--- config.mk ---
export PLATFORM = sky130hd
export DESIGN_NAME = mimosa_dbg_uart
export DESIGN_NICKNAME = d
export VERILOG_FILES = /design/src/rtl/mimosa_dbg_uart.sv
export SDC_FILE = /design/constraint.sdc
export NUM_CORES = 1
export LEC_CHECK = 0
export BUFFER_PORTS_ARGS = -buffer_cell sky130_fd_sc_hd__buf_4
export CORE_ASPECT_RATIO = 0.5
export CORE_UTILIZATION = 60
export CTS_CLUSTER_SIZE = 20
export DETAILED_ROUTE_END_ITERATION = 10
export PLACE_DENSITY = 0.84
export SETUP_SLACK_MARGIN = 0.4
export SLEW_MARGIN = 20
export SYNTH_ARGS = -nofsm -noshare
export SYNTH_HDL_FRONTEND = slang
export SYNTH_SLANG_ARGS = --single-unit
--- constraint.sdc ---
create_clock -name clk -period 8 [get_ports clk]
set_clock_uncertainty 0.05 [all_clocks]
set_input_delay 0.8 -clock clk [delete_from_list [all_inputs] [get_ports clk]]
set_output_delay 0.8 -clock clk [all_outputs]
set_load 0.005 [all_outputs]
--- src/rtl/mimosa_dbg_uart.sv ---
// Snapshots the four mimosa debug state buses and streams them as a 6-byte UART 8N1 frame:
// header 0xA5, energy, stress, pleasure, nourishment, checksum.
module mimosa_dbg_uart #(
  parameter int unsigned CLK_DIV = 868
) (
  input  logic       clk,
  input  logic       rst_n,
  input  logic       start,
  input  logic [6:0] dbg_energy,
  input  logic [6:0] dbg_stress,
  input  logic [6:0] dbg_pleasure,
  input  logic [6:0] dbg_nourishment,
  output logic       tx,
  output logic       busy,
  output logic       frame_done
);

  localparam logic [1:0] StIdle  = 2'd0;
  localparam logic [1:0] StStart = 2'd1;
  localparam logic [1:0] StData  = 2'd2;
  localparam logic [1:0] StStop  = 2'd3;

  localparam logic [15:0] BaudMax  = 16'(CLK_DIV - 1);
  localparam logic [2:0]  LastByte = 3'd5;
  localparam logic [7:0]  Header   = 8'hA5;

  logic [1:0]  state_q, state_d;
  logic [15:0] baud_q, baud_d;
  logic [2:0]  bit_q, bit_d;
  logic [2:0]  byte_q, byte_d;
  logic [6:0]  energy_q, energy_d;
  logic [6:0]  stress_q, stress_d;
  logic [6:0]  pleasure_q, pleasure_d;
  logic [6:0]  nourish_q, nourish_d;
  logic        pending_q, pending_d;
  logic        tx_q, tx_d;
  logic        busy_q, busy_d;
  logic        done_q, done_d;

  logic       bit_end;
  logic       frame_end;
  logic       accept;
  logic       chain;
  logic       take_snap;
  logic [7:0] checksum;
  logic [7:0] cur_byte;

  assign bit_end   = (baud_q == BaudMax);
  assign frame_end = (state_q == StStop) && bit_end && (byte_q == LastByte);
  assign accept    = start && !busy_q;
  // A live start on the final edge chains just like a pending request.
  assign chain     = frame_end && (pending_q || start);
  assign take_snap = accept || chain;

  assign checksum = {1'b0, energy_q} + {1'b0, stress_q} + {1'b0, pleasure_q} + {1'b0, nourish_q};

  always_comb begin
    unique case (byte_q)
      3'd0:    cur_byte = Header;
      3'd1:    cur_byte = {1'b0, energy_q};
      3'd2:    cur_byte = {1'b0, stress_q};
      3'd3:    cur_byte = {1'b0, pleasure_q};
      3'd4:    cur_byte = {1'b0, nourish_q};
      default: cur_byte = checksum;
    endcase
  end

  always_comb begin
    state_d    = state_q;
    baud_d     = baud_q;
    bit_d      = bit_q;
    byte_d     = byte_q;
    tx_d       = tx_q;
    busy_d     = busy_q;
    done_d     = 1'b0;
    energy_d   = energy_q;
    stress_d   = stress_q;
    pleasure_d = pleasure_q;
    nourish_d  = nourish_q;
    pending_d  = pending_q;

    if (take_snap) begin
      energy_d   = dbg_energy;
      stress_d   = dbg_stress;
      pleasure_d = dbg_pleasure;
      nourish_d  = dbg_nourishment;
    end

    if (frame_end) begin
      pending_d = 1'b0;
    end else if (start && busy_q) begin
      pending_d = 1'b1;
    end

    if (state_q == StIdle) begin
      baud_d = '0;
      if (accept) begin
        state_d = StStart;
        byte_d  = '0;
        bit_d   = '0;
        tx_d    = 1'b0;
        busy_d  = 1'b1;
      end
    end else begin
      baud_d = bit_end ? '0 : baud_q + 16'd1;
      if (bit_end) begin
        unique case (state_q)
          StStart: begin
            state_d = StData;
            bit_d   = '0;
            tx_d    = cur_byte[0];
          end
          StData: begin
            if (bit_q == 3'd7) begin
              state_d = StStop;
              tx_d    = 1'b1;
            end else begin
              bit_d = bit_q + 3'd1;
              tx_d  = cur_byte[bit_q + 3'd1];
            end
          end
          default: begin
            if (byte_q != LastByte) begin
              state_d = StStart;
              byte_d  = byte_q + 3'd1;
              tx_d    = 1'b0;
            end else begin
              done_d = 1'b1;
              if (chain) begin
                state_d = StStart;
                byte_d  = '0;
                tx_d    = 1'b0;
              end else begin
                state_d = StIdle;
                tx_d    = 1'b1;
                busy_d  = 1'b0;
              end
            end
          end
        endcase
      end
    end
  end

  always_ff @(posedge clk or negedge rst_n) begin
    if (!rst_n) begin
      state_q    <= StIdle;
      baud_q     <= '0;
      bit_q      <= '0;
      byte_q     <= '0;
      energy_q   <= '0;
      stress_q   <= '0;
      pleasure_q <= '0;
      nourish_q  <= '0;
      pending_q  <= 1'b0;
      tx_q       <= 1'b1;
      busy_q     <= 1'b0;
      done_q     <= 1'b0;
    end else begin
      state_q    <= state_d;
      baud_q     <= baud_d;
      bit_q      <= bit_d;
      byte_q     <= byte_d;
      energy_q   <= energy_d;
      stress_q   <= stress_d;
      pleasure_q <= pleasure_d;
      nourish_q  <= nourish_d;
      pending_q  <= pending_d;
      tx_q       <= tx_d;
      busy_q     <= busy_d;
      done_q     <= done_d;
    end
  end

  assign tx         = tx_q;
  assign busy       = busy_q;
  assign frame_done = done_q;

endmodule

=== Word level (Yosys, flattened, before mapping) ===
Index checks and enable logic that the tools add are counted.

* Register bits after elaboration: 56
* Input bits: 31
* Output and inout port bits: 3
* Word-level logic and storage cells: 97

* $add $sub $neg: 6
* $lt $le $gt $ge: 1
* Eq/ne operators: 17
* Multiplexer cells: 41
* Reduce and logical (&&, ||, !) cells: 20

{| class="wikitable"
|+ Operators with widths
! cell !! count
|-
| 8-bit one-hot mux with 5 select lines || 1
|-
| 16-bit two-way mux || 2
|-
| 3-bit two-way mux || 9
|-
| 1-bit two-way mux || 21
|-
| 16-bit by 1-bit adder with 16-bit output (second input constant) || 1
|-
| 8-bit by 7-bit adder with 8-bit output || 2
|-
| 16-bit by 10-bit == test with 1-bit output (second input constant) || 1
|-
| 3-bit == test (second input constant) || 3
|-
| 3-bit inequality test (second input constant) || 3
|-
| 7-bit by 7-bit adder with 8-bit output || 1
|-
| 2-bit two-way mux || 4
|-
| 4-bit AND reduction || 2
|-
| 3-bit by 1-bit adder with 3-bit output (second input constant) || 2
|-
| 3-bit by 2-bit == test with 1-bit output (second input constant) || 2
|-
| 3-bit one-hot mux with 2 select lines || 1
|-
| 3-bit nonzero test || 2
|-
| 1-bit logical AND || 5
|-
| 5-bit AND reduction || 1
|-
| 2-bit == test (second input constant) || 2
|-
| 3-bit by 4-bit less-than comparator with 1-bit output (second input constant) || 1
|-
| 2-bit by 1-bit inequality test with 1-bit output (second input constant) || 2
|-
| 2-bit inequality test (second input constant) || 2
|-
| 2-bit one-hot mux with 2 select lines || 1
|-
| 2-bit nonzero test || 2
|-
| other kinds (11) || 12
|}

=== Longest topological paths before layout ===
* Depth after elaboration: 10
* Depth in mapped cells: 11
* Gate-level depth less buffers: 11

=== Worst setup path before layout ===
No wires, ideal clock.

* Kind: register -> register
* From: register energy_q[1]
* To: register tx_q (netlist: tx)
* Setup time: 0.091 ns
* Data arrival time: 2.922 ns
* Data required time: 7.859 ns
* Path slack: 4.938 ns
* Cell stages (with the launch flop): 11
* Buffers on the path: 0
* Period minus slack after synthesis: 3.062 ns
* Path through: dfrtp_1 fa_1 fa_1 ha_1 fa_1 a21o_1 a221oi_1 xnor2_1 a21oi_1 a32oi_1 o211ai_1

* Cells in the longest elaborated chain, start to end: 10

{| class="wikitable"
|+ Ends and longest elaborated chain
! what !! RTL line !! source
|-
| from (decl) || 31 || <nowiki>logic [6:0] energy_q, energy_d;</nowiki>
|-
| from (signal assigned) || 164 || <nowiki>energy_q <= energy_d;</nowiki>
|-
| 7-bit by 7-bit adder with 8-bit output || 55 || <nowiki>assign checksum = {1'b0, energy_q} + {1'b0, stress_q} + {1'b0, pleasure_q} + {1'b0, nourish_q};</nowiki>
|-
| 8-bit by 7-bit adder with 8-bit output (2 in series) || 55 ||
|-
| 8-bit one-hot mux with 5 select lines (*) || 58 || <nowiki>unique case (byte_q)</nowiki>
|-
| 1-bit binary-select mux with 3-bit select (*) || 119 || <nowiki>tx_d = cur_byte[bit_q + 3'd1];</nowiki>
|-
| 1-bit two-way mux (not written as such) (*) || 119 ||
|-
| 1-bit two-way mux (*) || 114 || <nowiki>if (bit_q == 3'd7) begin</nowiki>
|-
| 1-bit one-hot mux with 2 select lines (*) || 107 || <nowiki>unique case (state_q)</nowiki>
|-
| 1-bit two-way mux (*) || 106 || <nowiki>if (bit_end) begin</nowiki>
|-
| 1-bit two-way mux (*) || 95 || <nowiki>if (state_q == StIdle) begin</nowiki>
|-
| to (signal assigned) || 169 || <nowiki>tx_q <= tx_d;</nowiki>
|-
| to (decl) || 36 || <nowiki>logic tx_q, tx_d;</nowiki>
|}

Every way passes the cells marked *; elsewhere a longest branch is shown, timed or not. The select of a mux whose other input is x is not followed.
A chain may end at the register's enable or synchronous reset.

=== Final worst setup path ===
Same ends and word-level chain as after synthesis.

==> impl_metrics.env <==
export IMPL_area_growth_pct=11.1
export IMPL_ant_nets=0
export IMPL_synth_seq_cells=56
export IMPL_ys_seq_area_share_pct=38.6
export IMPL_drt_total_wl_mm=7.46
export IMPL_start_util_pct=64.2
export IMPL_timing_final_ws_setup_ps=4650
export IMPL_die_area_sq_um=6380
export IMPL_slowest_stage="fa_1"
export IMPL_synthAdderAreaFrac_pct=13.5
export IMPL_path_class="reg -> reg"
export IMPL_power_frac_clock_pct=32.7
export IMPL_wl_met3_microns=461
export IMPL_fp_dieW_microns=112
export IMPL_die_h_microns=57
export IMPL_violations="DRC"
export IMPL_grt_antenna_before_repair=0
export IMPL_cts_sinks=56
export IMPL_cp_common_cell="fa_1"
export IMPL_cts_setup_buffers=0
export IMPL_synth_ff_type="dfrtp_1"
export IMPL_gr_total_overflow=0
export IMPL_irDropWorstVdd_mv=0.0896
export IMPL_hold_class="reg -> reg"
export IMPL_tns_ps=0
export IMPL_grtUsageTotal_pct=25.7
export IMPL_cp_required_ps=8170
export IMPL_drive_gt1_share_pct=22.5
export IMPL_ctsLongestPathBuffers=2
export IMPL_vias=2698
export IMPL_fin_crit_ps=3350
export IMPL_rsz0062_at_grt="no"
export IMPL_synth_compound_gate_area_share_pct=13.7
export IMPL_cp_data_arrival_time_ps=3520
export IMPL_cts_htree_levels=2
export IMPL_fp_row_count=19
export IMPL_wl_met2_mm=3.60
export IMPL_coreArea_sq_um=5660
export IMPL_outcome="finished, violations left"
export IMPL_insertion_delay_ps=300
export IMPL_synth_area_sq_um=3630
export IMPL_cts_made_buffers=5
export IMPL_drt_iter0_drc=124
export IMPL_dp_hpwl_mm=5.35
export IMPL_p_switching_mw=0.227
export IMPL_drc=4
export IMPL_final_cell_mix="55 x dfrtp_1, 36 x inv_1, 34 x buf_4"
export IMPL_cts_resized=0
export IMPL_cp_max_fo=3
export IMPL_yosysWarningCount=0
export IMPL_synth_top_family_by_area="simple AND/OR/NAND/NOR gates"
export IMPL_regToRegSetupSlack_ps=4650
export IMPL_critPathMaxStageDelay_ps=570
export IMPL_synth_mux_area_share_pct=9.31
export IMPL_max_freq_mhz=298
export IMPL_syn_inst=344
export IMPL_period_share_pct=41.9
export IMPL_power_density_nw_per_um2=192
export IMPL_grt_max_degree=57
export IMPL_grt_pass1_wl_mm=12.7
export IMPL_tightest_slew_ps=806
export IMPL_num_antenna_cells=0
export IMPL_worst_setup_path_end_kind="flop"
export IMPL_yosys_area_share_simple_pct=14.8
export IMPL_synth_xor_area_share_pct=3.38
export IMPL_cellLeakagePower_nw=1.82
export IMPL_power_share_combinational_pct=27.1
export IMPL_routed_top_layer="met4"
export IMPL_wl_per_cell_microns=16.7
export IMPL_synthArstFlopShare_pct=100
export IMPL_yosysUniqueCellTypes=60
export IMPL_synthesis_nets=405
export IMPL_cts_hold_buf=0
export IMPL_setup_viol_count_final=0
export IMPL_avgSynthCellArea_sq_um=10.6
export IMPL_final_common_cell="dfrtp_1"
export IMPL_path_buf_inv=0
export IMPL_swShare_pct=29.3
export IMPL_drv_slew=0
export IMPL_routed_via_density=6.05
export IMPL_finalPower_mw=0.774
export IMPL_p_int_mw=0.547
export IMPL_place_ws_ps=4690
export IMPL_cap_violations=0
export IMPL_cp_start_kind="flop"
export IMPL_synth_edff_count=0
export IMPL_m1WireLength_mm=3.26
export IMPL_relSlewSlack_pct=46.2
export IMPL_pin_count=34
export IMPL_cp_cell_sequence="fa_1 -> fa_1 -> ha_1 -> fa_1 -> a21o_1 -> a221oi_1 -> xnor2_1 -> a21oi_1 -> a32oi_1 -> o211ai_1"
export IMPL_path_delay_family="adder cells"
export IMPL_path_clk_slew_ps=70
export IMPL_root_buffer="clkbuf_16"
export IMPL_first_global_vias=2756
export IMPL_io_buffer_count=33
export IMPL_nets=433
export IMPL_firstDrtPassIters=7
export IMPL_seqPwrFrac_pct=40.2
export IMPL_cts_tree="built"
export IMPL_finalHoldViolations=0
export IMPL_gp_congestion=0.900
## per-stage QoR
stage               hold WS (ps)  util (%)  instances  area [sq um]
finish                       446      71.3        446          4030
floorplan                    405         -        344          3630
detailed placement           441      68.3        438          3870
CTS                          451      71.3        446          4030
global placement             430      68.3        438          3870
global route                 485      71.3        446          4030
## final timing paths
path                                    startpoint                      end  cells after the start
max                        energy_q[1]$_DFFE_PN0P_           tx$_DFFE_PN1P_                     10
min                            baud_q[0]$_DFF_PN0_      baud_q[0]$_DFF_PN0_                      1
max reg2reg                energy_q[1]$_DFFE_PN0P_           tx$_DFFE_PN1P_                     10
min reg2reg                    baud_q[0]$_DFF_PN0_      baud_q[0]$_DFF_PN0_                      1
max in group asynchronous                    rst_n  energy_q[3]$_DFFE_PN0P_                      1
min in group asynchronous                    rst_n      baud_q[4]$_DFF_PN0_                      1
## sequential cells by signal, summed over array words and instances, names as in the netlist
| register | flops |
|---|---|
| tx | 1 |
| energy_q | 7 |
| frame_done | 1 |
| bit_q | 3 |
| pending_q | 1 |
| nourish_q | 7 |
| stress_q | 7 |
| busy | 1 |
| baud_q | 16 |
| state_q | 2 |
| pleasure_q | 7 |
| byte_q | 3 |
## cell usage after synthesis (3+ instances only)
cell type / count / area share [%]
o21ai_0: 12 / 1.7
buf_6: 3 / 0.93
dfrtp_1: 55 / 38
a221oi_1: 5 / 1.2
o21a_1: 3 / 0.62
clkbuf_8: 3 / 1.1
or3_1: 6 / 1.0
o211ai_1: 4 / 0.83
nor3_1: 6 / 0.83
nand4_1: 3 / 0.52
nand2b_1: 3 / 0.52
xnor2_1: 8 / 1.9
nor2_1: 22 / 2.3
inv_1: 36 / 3.7
nand2_1: 19 / 2.0
fa_1: 14 / 7.7
a22o_1: 5 / 1.2
a21o_1: 5 / 1.0
a22oi_1: 3 / 0.62
ha_1: 16 / 5.5
xor2_1: 6 / 1.4
and2_1: 4 / 0.69
nand3b_1: 3 / 0.62
nand3_1: 4 / 0.55
mux2_2: 30 / 9.3
clkbuf_1: 3 / 0.31
nor2b_1: 3 / 0.52
a31oi_1: 3 / 0.52
a21oi_1: 17 / 2.3
## logic make-up after synthesis
group / after synthesis
adder cells (fa/ha/maj): 31
flip-flops: 56
AO/OA/AOI/OAI: 72
XOR/XNOR: 14
AND/OR/NAND/NOR: 92
multiplexers: 30
buffers and inverters: 49
## per-layer routing
| metal | up-vias | global-route usage [%] |
|---|---|---|
| li1 | 1262 | - |
| met1 | 1340 | 32.8 |
| met5 | - | 0 |
| met4 | 0 | 10.1 |
| met3 | 17 | 5.63 |
| met2 | 79 | 44.0 |
## cell type report
| class | count | area (sq um) |
|---|---|---|
| sequential | 56 | 1400 |
| clock inverter | 3 | 42.5 |
| inverter | 36 | 135 |
| timing repair buffer | 34 | 255 |
| tap | 73 | 91.3 |
| clock buffer | 5 | 125 |
| fill | 414 | 1620 |
| multi-input combinational | 239 | 1980 |
## power by group through the flow
stage	registers [mW]	logic (mW)	clock network, mW
after floorplan	0.313	0.157	0
after global placement	0.315	0.198	0
after detailed placement	0.317	0.207	0
after CTS	0.311	0.209	0.258
after global routing	0.314	0.238	0.268
final	0.312	0.210	0.253
## worst register-to-register path: stages (launching register included)
cell,delay (ps)
dfrtp_1,410
fa_1,570
fa_1,430
ha_1,240
fa_1,410
a21o_1,210
a221oi_1,360
xnor2_1,170
a21oi_1,90
a32oi_1,200
o211ai_1,130
Power figures use the tool's default switching activity.
